**src/rtl/bitmask_index_enum_pkg.sv**
```systemverilog
// rtl/bitmask_index_enum_pkg.sv - shared types and constants for the set-bit enumerator
//
// Purpose : FSM state encoding, default mask width and index-width derivation
//           used by the interface, the top and the msb tree.
// Ports   : none (package).

package bitmask_index_enum_pkg;

   localparam int DEFAULT_WIDTH = 32;

   typedef enum logic [1:0] {
      ST_IDLE = 2'd0,
      ST_BUSY = 2'd1,
      ST_ZERO = 2'd2
   } state_e;

   // Width of an index into a WIDTH-bit vector (WIDTH is a power of two >= 2).
   function automatic int idx_w(input int width);
      return $clog2(width);
   endfunction

endpackage

```
**src/rtl/bitmask_index_enum_if.sv**
```systemverilog
// rtl/bitmask_index_enum_if.sv - mask-in / index-out handshake bundle
//
// Purpose : groups the flush, input mask handshake and output index beat
//           signals of bitmask_index_enum.
// Ports   : flush, in_valid, in_ready, in_mask, out_valid, out_ready,
//           out_idx, out_last, out_none, plus out_remaining when
//           BITMASK_ENUM_COUNT_EN is defined.
// Modports: master = mask producer / index consumer, slave = the enumerator.

interface bitmask_index_enum_if
   import bitmask_index_enum_pkg::*;
#(
   parameter int WIDTH = DEFAULT_WIDTH,
   parameter int IDX_W = idx_w(WIDTH)
);
   logic             flush;
   logic             in_valid;
   logic             in_ready;
   logic [WIDTH-1:0] in_mask;
   logic             out_valid;
   logic             out_ready;
   logic [IDX_W-1:0] out_idx;
   logic             out_last;
   logic             out_none;
`ifdef BITMASK_ENUM_COUNT_EN
   logic [IDX_W:0]   out_remaining;
`endif

   modport master (
`ifdef BITMASK_ENUM_COUNT_EN
      input  out_remaining,
`endif
      output flush, in_valid, in_mask, out_ready,
      input  in_ready, out_valid, out_idx, out_last, out_none
   );

   modport slave (
`ifdef BITMASK_ENUM_COUNT_EN
      output out_remaining,
`endif
      input  flush, in_valid, in_mask, out_ready,
      output in_ready, out_valid, out_idx, out_last, out_none
   );

endinterface

```
**src/rtl/bitmask_index_enum_msb_index_tree.sv**
```systemverilog
// rtl/bitmask_index_enum_msb_index_tree.sv - log-depth highest-set-bit finder
//
// Purpose : combinational tree; each level merges pairs of (all-zero, partial
//           index) results from the level below.
// Ports   : vec_i  in  WIDTH  vector to search
//           idx_o  out IDX_W  index of highest set bit (0 when vec_i == 0)
//           zero_o out 1      vec_i is all zeros

module msb_index_tree
   import bitmask_index_enum_pkg::*;
#(
   parameter int WIDTH = DEFAULT_WIDTH,
   parameter int IDX_W = idx_w(WIDTH)
) (
   input  logic [WIDTH-1:0] vec_i,
   output logic [IDX_W-1:0] idx_o,
   output logic             zero_o
);

   // Level l node n covers bits [n*2^l +: 2^l]; its index holds the low l bits.
   logic             z_lvl  [IDX_W+1][WIDTH];
   logic [IDX_W-1:0] ix_lvl [IDX_W+1][WIDTH];

   always_comb begin
      for (int l = 0; l <= IDX_W; l++) begin
         for (int n = 0; n < WIDTH; n++) begin
            z_lvl[l][n]  = 1'b1;
            ix_lvl[l][n] = '0;
         end
      end
      for (int n = 0; n < WIDTH; n++) begin
         z_lvl[0][n] = ~vec_i[n];
      end
      for (int l = 1; l <= IDX_W; l++) begin
         for (int n = 0; n < (WIDTH >> l); n++) begin
            z_lvl[l][n] = z_lvl[l-1][2*n] & z_lvl[l-1][2*n+1];
            // Upper half wins whenever it has any set bit.
            if (z_lvl[l-1][2*n+1]) begin
               ix_lvl[l][n] = ix_lvl[l-1][2*n];
            end else begin
               ix_lvl[l][n] = ix_lvl[l-1][2*n+1] | IDX_W'(1 << (l-1));
            end
         end
      end
   end

   assign idx_o  = ix_lvl[IDX_W][0];
   assign zero_o = z_lvl[IDX_W][0];

endmodule

```
**src/rtl/bitmask_index_enum.sv**
```systemverilog
// rtl/bitmask_index_enum.sv - drains a bit mask as a stream of set-bit indices
//
// Purpose : accepts a WIDTH-bit mask and emits the index of each set bit,
//           highest first, one beat per cycle. An all-zero mask yields one
//           beat flagged out_none.
// Ports   : clk  in  clock
//           rst  in  synchronous active-high reset
//           bus  slave modport of bitmask_index_enum_if (flush, in_* mask
//                handshake, out_* index beats)
// Option  : BITMASK_ENUM_COUNT_EN adds bus.out_remaining, the number of beats
//           still to come including the current one.

module bitmask_index_enum
   import bitmask_index_enum_pkg::*;
#(
   parameter int WIDTH = DEFAULT_WIDTH,
   parameter int IDX_W = idx_w(WIDTH)
) (
   input  logic                 clk,
   input  logic                 rst,
   bitmask_index_enum_if.slave  bus
);

   state_e           state_q;
   logic [WIDTH-1:0] rem_q;
   logic [IDX_W-1:0] msb_idx;
   logic             rem_zero;
   logic [WIDTH-1:0] rem_d;
   logic             busy;
   logic             beat_last;

   msb_index_tree #(
      .WIDTH (WIDTH),
      .IDX_W (IDX_W)
   ) u_msb_tree (
      .vec_i  (rem_q),
      .idx_o  (msb_idx),
      .zero_o (rem_zero)
   );

   // Remaining mask once the current beat is consumed.
   assign rem_d     = rem_q & ~(WIDTH'(1) << msb_idx);
   assign busy      = (state_q == ST_BUSY) && !rem_zero;
   assign beat_last = (rem_d == '0);

   // Beat outputs depend on registers only; in_ready alone sees flush.
   assign bus.in_ready  = (state_q == ST_IDLE) && !bus.flush;
   assign bus.out_valid = busy || (state_q == ST_ZERO);
   assign bus.out_idx   = busy ? msb_idx : '0;
   assign bus.out_last  = busy ? beat_last : (state_q == ST_ZERO);
   assign bus.out_none  = (state_q == ST_ZERO);

`ifdef BITMASK_ENUM_COUNT_EN
   logic [IDX_W:0] cnt_q;
   assign bus.out_remaining = cnt_q;
`endif

   always_ff @(posedge clk) begin
      if (rst) begin
         state_q <= ST_IDLE;
         rem_q   <= '0;
`ifdef BITMASK_ENUM_COUNT_EN
         cnt_q   <= '0;
`endif
      end else if (bus.flush) begin
         state_q <= ST_IDLE;
         rem_q   <= '0;
`ifdef BITMASK_ENUM_COUNT_EN
         cnt_q   <= '0;
`endif
      end else begin
         unique case (state_q)
            ST_IDLE: begin
               if (bus.in_valid) begin
                  if (bus.in_mask != '0) begin
                     rem_q   <= bus.in_mask;
                     state_q <= ST_BUSY;
`ifdef BITMASK_ENUM_COUNT_EN
                     cnt_q   <= (IDX_W+1)'($countones(bus.in_mask));
`endif
                  end else begin
                     state_q <= ST_ZERO;
                  end
               end
            end
            ST_BUSY: begin
               if (bus.out_ready) begin
                  rem_q <= rem_d;
`ifdef BITMASK_ENUM_COUNT_EN
                  cnt_q <= cnt_q - (IDX_W+1)'(1);
`endif
                  if (beat_last) begin
                     state_q <= ST_IDLE;
                  end
               end
            end
            ST_ZERO: begin
               if (bus.out_ready) begin
                  state_q <= ST_IDLE;
               end
            end
            default: begin
               state_q <= ST_IDLE;
               rem_q   <= '0;
            end
         endcase
      end
   end

endmodule

```
**src/flat_wrapper.sv**
```systemverilog
// flat-port wrapper written by rule: the top's interface ports become plain ports
module bitmask_index_enum_flat import bitmask_index_enum_pkg::*;
#(
   parameter int WIDTH = DEFAULT_WIDTH,
   parameter int IDX_W = idx_w(WIDTH)
)
  (clk, rst, bus_flush, bus_in_valid, bus_in_mask, bus_out_ready, bus_in_ready, bus_out_valid, bus_out_idx, bus_out_last, bus_out_none);
  bitmask_index_enum_if #(.WIDTH(WIDTH), .IDX_W(IDX_W)) bus_i ();
  input  logic clk;
  input  logic rst;
  input wire logic [$bits(bus_i.flush)-1:0] bus_flush;
  input wire logic [$bits(bus_i.in_valid)-1:0] bus_in_valid;
  input wire logic [$bits(bus_i.in_mask)-1:0] bus_in_mask;
  input wire logic [$bits(bus_i.out_ready)-1:0] bus_out_ready;
  output wire logic [$bits(bus_i.in_ready)-1:0] bus_in_ready;
  output wire logic [$bits(bus_i.out_valid)-1:0] bus_out_valid;
  output wire logic [$bits(bus_i.out_idx)-1:0] bus_out_idx;
  output wire logic [$bits(bus_i.out_last)-1:0] bus_out_last;
  output wire logic [$bits(bus_i.out_none)-1:0] bus_out_none;
  assign bus_i.flush = bus_flush;
  assign bus_i.in_valid = bus_in_valid;
  assign bus_i.in_mask = bus_in_mask;
  assign bus_i.out_ready = bus_out_ready;
  assign bus_in_ready = bus_i.in_ready;
  assign bus_out_valid = bus_i.out_valid;
  assign bus_out_idx = bus_i.out_idx;
  assign bus_out_last = bus_i.out_last;
  assign bus_out_none = bus_i.out_none;
  bitmask_index_enum #(.WIDTH(WIDTH), .IDX_W(IDX_W)) u_core (.clk(clk), .rst(rst), .bus(bus_i));
endmodule
```
**config.mk**
```make
export PLATFORM = sky130hd
export DESIGN_NAME = bitmask_index_enum_flat
export DESIGN_NICKNAME = d
export VERILOG_FILES = /design/src/rtl/bitmask_index_enum_pkg.sv /design/src/rtl/bitmask_index_enum_if.sv /design/src/rtl/bitmask_index_enum_msb_index_tree.sv /design/src/rtl/bitmask_index_enum.sv /design/src/flat_wrapper.sv
export SDC_FILE = /design/constraint.sdc
export NUM_CORES = 1
export LEC_CHECK = 0
export CORE_ASPECT_RATIO = 1.5
export CORE_MARGIN = 4
export CORE_UTILIZATION = 53
export DETAILED_ROUTE_END_ITERATION = 7
export GPL_ROUTABILITY_DRIVEN = 0
export HOLD_SLACK_MARGIN = 0.08
export PLACE_DENSITY_LB_ADDON = 0.12
export SETUP_SLACK_MARGIN = 0.3
export SLEW_MARGIN = 20
export SYNTH_ARGS = -nofsm -noshare
export SYNTH_HDL_FRONTEND = slang
export SYNTH_SLANG_ARGS = --single-unit
```
**constraint.sdc**
```tcl
create_clock -name clk -period 4.4 [get_ports clk]
set_input_delay 1.32 -clock clk [delete_from_list [all_inputs] [get_ports clk]]
set_output_delay 1.32 -clock clk [all_outputs]
set_load 0.01 [all_outputs]
```
## After elaboration in Yosys (flattened, before gate mapping)

Index checks and enable logic that the tools add are counted.

- Bits in registers: 34
- Input port bits: 37
- Output and inout port bits: 9
- Logic and storage cells: 130

- Eq/ne operators: 7
- Shift operators: 1
- Mux-type cells: 43
- Bitwise gates (word level): 66
- Reductions and logical operators: 11

Operator list:

| operator | number |
|---|---|
| 32-bit two-way mux | 3 |
| 32-bit one-hot mux with 3 select lines | 1 |
| 1-bit inverter | 33 |
| 32-bit AND | 1 |
| 32-bit logical NOT | 1 |
| 32-bit inverter | 1 |
| 32-bit nonzero test | 1 |
| 1-bit by 5-bit << shifter with 32-bit output (first input constant) | 1 |
| 1-bit AND | 31 |
| 2-bit two-way mux | 13 |
| 5-bit two-way mux | 5 |
| 1-bit two-way mux | 17 |
| 4-bit two-way mux | 2 |
| 2-bit != test (second input constant) | 4 |
| 4-bit AND reduction | 2 |
| 2-bit one-hot mux with 3 select lines | 1 |
| 3-bit two-way mux | 1 |
| 2-bit by 1-bit equality test with 1-bit output (second input constant) | 1 |
| 2-bit equality test (second input constant) | 1 |
| 1-bit logical AND | 2 |
| 1-bit logical NOT | 2 |
| 2-bit logical NOT | 1 |
| 2-bit by 1-bit != test with 1-bit output (second input constant) | 1 |
| 2-bit OR reduction | 1 |
| 1-bit logical OR | 1 |

## Logic depth before layout (Yosys ltp)

Gate-level depths: netlist of the first run.

- Depth after elaboration: 13
- Gate-level depth with buffers: 11
- Gate-level depth less buffers: 9

## Modules after synthesis

Synthesis of the first run repeated with hierarchy kept, for this count alone.

- Cells, all modules: 374
- Area, all modules: 2686.3 um2

Modules (own cells, without submodules):

| module | instances | cells an instance | area each (um2) | sequential area each (um2) |
|---|---|---|---|---|
| bitmask_index_enum | 1 | 317 | 2307.2 | 680.7 |
| msb_index_tree | 1 | 57 | 379.1 | 0.0 |

## Worst setup path after synthesis of the first run

No wires, ideal clock.

- Path type: register to output
- Start: reg u_core.rem_q[31]
- End: out bus_out_last
- Arrival time: 2728 ps
- Data required time: 3080 ps
- Slack: 352 ps
- Cell stages (with the launch flop): 11
- Path buffers: 1
- Cell sequence: dfxtp_1 -> or4_4 -> a211oi_4 -> a21boi_4 -> a2111oi_1 -> or2_0 -> buf_2 -> a221o_1 -> a2111o_1 -> nor3_1 -> a21o_1

- Longest elaborated chain between the ends: 11
- Elaborated cells between the ends (all ways): 18
- Classes of those cells: shift: 1; mux: 6; bitwise: 8; reduce/logical: 3

RTL lines:

| item | RTL line | source |
|---|---|---|
| start, declared | bitmask_index_enum.sv:25 | `logic [WIDTH-1:0] rem_q;` |
| start signal, assigned | bitmask_index_enum.sv:76 | `rem_q <= bus.in_mask;` |
| start signal, assigned | bitmask_index_enum.sv:88 | `rem_q <= rem_d;` |
| 1-bit inverter | bitmask_index_enum_msb_index_tree.sv:32 | `z_lvl[0][n] = ~vec_i[n];` |
| 1-bit AND | bitmask_index_enum_msb_index_tree.sv:36 | `z_lvl[l][n] = z_lvl[l-1][2*n] & z_lvl[l-1][2*n+1];` |
| 2-bit two-way mux / 1-bit AND (equally long branches) | bitmask_index_enum_msb_index_tree.sv:38, bitmask_index_enum_msb_index_tree.sv:36 |  |
| 3-bit two-way mux / 1-bit AND (equally long branches) | bitmask_index_enum_msb_index_tree.sv:38, bitmask_index_enum_msb_index_tree.sv:36 |  |
| 4-bit two-way mux / 1-bit AND (equally long branches) | bitmask_index_enum_msb_index_tree.sv:38, bitmask_index_enum_msb_index_tree.sv:36 |  |
| 5-bit two-way mux | bitmask_index_enum_msb_index_tree.sv:38 | `if (z_lvl[l-1][2*n+1]) begin` |
| 1-bit by 5-bit << shifter with 32-bit output | bitmask_index_enum.sv:42 | `assign rem_d = rem_q & ~(WIDTH'(1) << msb_idx);` |
| 32-bit inverter | bitmask_index_enum.sv:42 |  |
| 32-bit AND | bitmask_index_enum.sv:42 |  |
| 32-bit logical NOT | bitmask_index_enum.sv:44 | `assign beat_last = (rem_d == '0);` |
| 1-bit two-way mux (*) | bitmask_index_enum.sv:50 | `assign bus.out_last = busy ? beat_last : (state_q == ST_ZERO);` |
| end, declared | flat_wrapper.sv:18 | `output wire logic [$bits(bus_i.out_last)-1:0] bus_out_last;` |

Mark *: on every way between the ends. The rest lies on a longest branch, timed or not.

## Worst setup path after layout of the first run

- Start: reg u_core.rem_q[27]
- End: out bus_out_last

The elaborated chain is that of the path after synthesis.

==> results.yml, run 1 <==
status:
  status: "finished with violations"
  violations: "DRC, setup timing"
place:
  dp_hpwl_um: 8250
  pre_cts_ws_ps: -287
  place_inst: 555
  numPortBuffers: 45
clock_network:
  cts_tree: "built"
  clockBufferDepth: 2
  htree_levels: 2
  insertion_delay_ps: 300
  clock-sinks: 34
  cts_buffers: 5
  cts_root_buf: "clkbuf_8"
  cts_hold_buf: 0
  clk_pin_slew_ps: 60
global_route:
  antenna_found_initial: 0
  grt_pass1_wl_um: 20700
  grt_overflow: 0
  grt_util_all_layers: 0.451
  grt_pass1_vias: 4034
  grt_max_degree: 35
route:
  ant_nets: 0
  first_pass_iters: 8
  drt_iter0_drc: 877
  routed_wl_um: 14200
  drc_errors: 51
  vias: 4194
  post_drt_wl_per_cell_um: 24.9
  viasPerCell: 7.35
power_and_ir_drop:
  p_clk_frac: 0.204
  vdd_drop_max_v: 0.000178
  switching_power_mw: 0.442
  p_int_mw: 0.710
  leakage_nw: 1.75
  p_seq_frac: 0.286
  p_comb_frac: 0.510
  p_sw_frac: 0.384
  power_density_nw_per_um2: 278
sta:
  max_slew.worst_pin.slew_ps: 745
  report.final.hold_viol_count: 0
  rsz0062_at_grt: "yes"
  fmax_mhz: 200
  period_minus_slack_ps: 4990
  maxSlewViolCount: 0
  relSlewSlack: 0.503
  setup-tns-final_ps: -595
  setup_viol_count_final: 1
  final.period_utilization: 1.14
  clock_skew_ps: 8.61
  timing.hold.ws_ps: 543
  fin_ws_ps: -595
layout:
  drive_gt1_frac: 0.337
  final_net_count: 545
  syn_to_final_growth_pct: 62.9
  antenna_cells: 0
  layoutNonFillerInstCount: 571
setup_path:
  cp-end-kind: "output pin"
  crit_buf_inv: 2
  worstPathArrival_ps: 3670
  critPathSlowestCell: "or4_4"
  crit_chain: "or4_4 > o21ai_2 > a21oi_1 > buf_4 > a211o_1 > o21ai_0 > nand2_1 > nor3_1 > and3_4 > a21o_1 > buf_6"
  worst-setup-path-type: "flop to output pin"
  slowest_delay_ps: 610
  path_delay_family: "compound AO/OA/AOI/OAI gates"
  crit_fanout: 6
  setup.worst_path.start_class: "flop"
  required_ps: 3080
synthesis:
  avgSynthCellArea_um2: 7.13
  synth_edf_count: 0
  async_reset_ff_frac: 0
  ys_seq_area_frac: 0.267
  synth_top_flop_cell: "dfxtp_1"
  syn_inst: 357
  syn-cell-area_um2: 2540
  ys_ff_latch: 34
  synth.net_count: 394
  synth_warnings: 0
  ys_types: 60
hold_path:
  hold_path.class: "flop to flop"
floorplan:
  start_util: 0.556
  core.rowCount: 30
  core_region_area_um2: 4580
  die-area_um2: 6000
  die_h_um: 92.9
  dieWidth_um: 64.6
  ioPinCount: 46
flow_run:
  maxCapViolations: 0
-- worst paths after layout --
path / start / endpoint / slack, ps / depth (start not counted)
setup / recovery: u_core.rem_q[27] / bus_out_last / -590 / 11
hold / removal: u_core.rem_q[23] / u_core.rem_q[23] / 540 / 2
setup reg to reg: u_core.rem_q[27] / u_core.state_q[0] / 1080 / 10
hold reg to reg: u_core.rem_q[23] / u_core.rem_q[23] / 540 / 2
-- cells in the final DEF, fill, tap and decap left out, drive strengths merged, types with 8 or more instances in the layout --
master         netlist  final
nor2                54     54
nor2b                8      8
a21oi               32     32
buf                  3    120
nand2               31     31
nor3                10     10
inv                  9      9
dfxtp               34     34
o21ai               31     31
clkdlybuf4s50        0     40
nor4                18     18
a22oi               14     14
-- area by class of cell --
cell class | instances | area (µm²)
clock buffer | 6 | 82.6
fill | 211 | 433
inverter | 9 | 33.8
multi-input combinational | 295 | 1930
sequential | 34 | 687
tap | 64 | 80.1
timing repair buffer | 163 | 1330
-- metrics by stage --
stage / util / instance area (µm²) / total power [mW]
finish: 0.905 / 4150 / 1.15
global placement: 0.834 / 3820 / 0.789
detailed placement: 0.834 / 3820 / 0.801
global route: 0.905 / 4150 / 1.18
CTS: 0.876 / 4010 / 1.05
floorplan: - / 2540 / 0.540
-- cells by family after synthesis --
| family | after synthesis | synth area share |
|---|---|---|
| flip-flops | 34 | 0.267 |
| AND/OR/NAND/NOR | 155 | 0.313 |
| buffers and inverters | 28 | 0.0423 |
| AO/OA/AOI/OAI | 138 | 0.370 |
| multiplexers | 2 | 0.00787 |
-- metal layers --
metal / global-route usage / wire [µm]
met1: 0.475 / 4460
met2: 0.737 / 6290
met3: 0.154 / 1840
met4: 0.325 / 1610
met5: 0 / 0
-- flip-flops by register name, indices dropped and copies added, names as in the netlist --
register / cells
u_core.state_q: 2
u_core.rem_q: 32
-- synthesized netlist by cell type, types with 5 or more instances --
cell type,instances,area (µm²)
a21o_1,5,37.5
a21oi_1,32,160
a22oi_1,14,105
a31oi_1,6,37.5
clkbuf_1,16,60.1
dfxtp_1,34,681
inv_1,9,33.8
nand2_1,31,116
nand3_1,6,30.0
nor2_1,54,203
nor2b_1,8,50.1
nor3_1,10,50.1
nor4_1,16,100
o211ai_1,5,37.5
o21a_1,5,37.5
o21ai_0,29,145
o41ai_1,6,52.6
-- power groups by stage --
stage / Combinational, mW / Clock, mW / Sequential [mW]
floorplan: 0.204 / 0 / 0.336
global placement: 0.455 / 0 / 0.334
detailed placement: 0.467 / 0 / 0.335
CTS: 0.497 / 0.229 / 0.328
global route: 0.604 / 0.243 / 0.330
finish: 0.588 / 0.235 / 0.330
-- worst register-to-register path: stages, from the launching register on --
cell and delay [ps]:
dfxtp_1 340, or4_4 610, o21ai_2 260, a21oi_1 100, buf_4 170, a211o_1 320, o21ai_0 610, nand2_1 210
nor3_1 270, and3_4 250, a21oi_1 70
-- repair_timing --
action,CTS,global route
endpoints found under the setup margin,5,14
gates cloned,0,0
setup buffers,5,5
pin swaps,12,13
gates resized for setup,34,24
(Power assumes the default switching activity.)
==> run 2, diff against run 1 <==
Settings changed: HOLD_SLACK_MARGIN 0.08 to 0.1, PLACE_DENSITY set to 0.87, PLACE_DENSITY_LB_ADDON 0.12 to not set, REMOVE_ABC_BUFFERS set to 1.
==> run 2 against run 1 <==
  * The run still ends with DRC, setup timing left
  * Critical path type unchanged
  * Largest cell class unchanged
  * Die area unchanged
  * Routed wire length is 9.6% lower
  * Critical path depth did not move
  * First-iteration DRC count is 14% higher
  * Sequential power about the same
  * Combinational power decreased by 5.8%
  * Largest power group unchanged
==> results.yml, run 2 (synthesis results as in run 1) <==
layout:
  final_net_count: 525
  fillers: 239
  top_register: "u_core.rem_q"
  multi_input_area_um2: 1920
  final_common_cell: "buf_4"
  layoutNonFillerInstCount: 551
  seq_area_um2: 686
  largest_register_ffs: 32
  antenna_cells: 0
  mostFrequentLayoutCells: "buf_4, nor2_1, clkdlybuf4s50_1"
  drive_gt1_frac: 0.308
  reg_top3: "u_core.rem_q x32, u_core.state_q x2"
  syn_to_final_growth_pct: 56.5
power_and_ir_drop:
  leakage_nw: 1.63
  vdd_drop_max_v: 0.000234
  power_density_nw_per_um2: 281
sta:
  rsz0062_at_grt: "yes"
  report.final.hold_viol_count: 0
  maxSlewViolCount: 0
  fmax_mhz: 208
  clock_skew_ps: 5.99
  setup-tns-final_ps: -398
  final.period_utilization: 1.09
  setup_viol_count_final: 1
  max_slew.worst_pin.slew_ps: 724
  relSlewSlack: 0.517
  period_minus_slack_ps: 4800
  fin_ws_ps: -398
clock_network:
  cts_hold_buf: 0
  clock-sinks: 34
  clockBufferDepth: 2
  cts_buffers: 5
  htree_levels: 2
  insertion_delay_ps: 290
  cts_root_buf: "clkbuf_8"
  clk_pin_slew_ps: 70
  cts_tree: "built"
global_route:
  grt_pass1_wl_um: 17800
  grt_pass1_vias: 3698
  grtUsageMet1: 0.402
  grt_overflow: 0
  grt_util_all_layers: 0.382
  antenna_found_initial: 0
  busiest_layer: "met2"
  grt_max_degree: 35
  met3_usage: 0.114
  grt_util_met2: 0.623
setup_path:
  crit_chain: "or4_4 > a211oi_4 > buf_4 > buf_6 > nand3_4 > o32a_1 > nor4b_2 > and4_1 > and3_4 > a21o_1 > buf_2"
  path_delay_family: "simple AND/OR/NAND/NOR gates"
  crit_buf_inv: 3
  slowest_delay_ps: 580
  regToRegSetupSlack_ps: 1100
  critPathSlowestCell: "or4_4"
  setup.worst_path.start_class: "flop"
  worstPathArrival_ps: 3480
  worst-setup-path-type: "flop to output pin"
  regToRegEndpoint: "u_core.state_q[0]"
  crit_fanout: 5
  required_ps: 3080
  r2r_start: "u_core.rem_q[31]"
  cp-end-kind: "output pin"
  r2r_cells: 12
place:
  dp_hpwl_um: 7790
  place_inst: 536
  numPortBuffers: 45
route:
  routed_wl_um: 12800
  drc_errors: 123
  first_pass_iters: 8
  drt_iter0_drc: 996
  ant_nets: 0
  vias: 4024
  viasPerCell: 7.30
  post_drt_wl_per_cell_um: 23.3
floorplan:
  core_region_area_um2: 4580
  die_h_um: 92.9
  die-area_um2: 6000
  dieWidth_um: 64.6
  core.rowCount: 30
  start_util: 0.556
  ioPinCount: 46
hold_path:
  hold_path.class: "flop to flop"
  hold_end: "u_core.rem_q[0]"
  hold_path_depth: 2
  min_from: "u_core.rem_q[0]"
status:
  violations: "DRC, setup timing"
  status: "finished with violations"
flow_run:
  maxCapViolations: 0
run 2: cell count changes in the layout (fill, tap and decap cells not counted), moves of 2 or more:
cell,delta
o21ai_0,+2
clkdlybuf4s50_1,+4
o41ai_2,+3
dlygate4sd2_1,-3
o41ai_4,-2
buf_4,-20
run 2: through the flow:
stage	worst slack (ps)	hold slack (ps)	utilization	power, mW	area [µm²]
after global placement	-145	485	0.802	0.759	3670
after detailed placement	-190	498	0.802	0.773	3670
after CTS	-7.05	519	0.836	1.02	3830
after global routing	-532	537	0.870	1.15	3980
final	-398	527	0.870	1.12	3980
after floorplan	312	463	-	0.533	2470
run 2: cell type report:
cell class	instances	area share
multi-input cells	295	0.481
repair buffers	143	0.297
flip-flops and latches	34	0.172
clock buffers	6	0.0207
well taps	64	0.0201
inverters	9	0.00848
run 2: metal layers:
layer  part of all wire  vias to the layer above
met4               0.11                        0
met1               0.31                     1755
met3               0.14                      176
li1                   -                     1617
met5                  0                        -
met2               0.44                      476
run 2: power by group:
| part | total, mW | leakage [nW] | internal [mW] | switching [mW] |
|---|---|---|---|---|
| logic | 0.554 | 1.31 | 0.257 | 0.298 |
| registers | 0.329 | 0.278 | 0.318 | 0.0110 |
| clock network | 0.237 | 0.0431 | 0.121 | 0.116 |
| total | 1.12 | 1.63 | 0.696 | 0.424 |
run 2: worst reg2reg max path, cell delays in order (launching register included):
cell	delay [ps]
dfxtp_2	340
or4_4	580
a211oi_4	250
buf_4	150
buf_6	110
nand3_4	90
o32a_1	410
nor4b_2	520
and4_1	290
and3_4	190
buf_4	100
buf_4	90
a21oi_1	50
run 2: repair_timing:
action | in CTS | in global routing
resized for setup | 24 | 21
setup endpoints to repair | 5 | 5
buffers inserted | 1 | 8
pin swaps | 12 | 13
run 2: worst max-delay path by stage:
| stage | startpoint | end | depth (start not counted) |
|---|---|---|---|
| after floorplan | bus_in_mask[1] | u_core.rem_q[11] | 8 |
| after global placement | u_core.rem_q[16] | bus_out_last | 11 |
| after detailed placement | u_core.rem_q[24] | bus_out_last | 11 |
| after CTS | u_core.rem_q[26] | bus_out_last | 10 |
| after global routing | u_core.rem_q[31] | bus_out_last | 11 |
| final | u_core.rem_q[31] | bus_out_last | 11 |
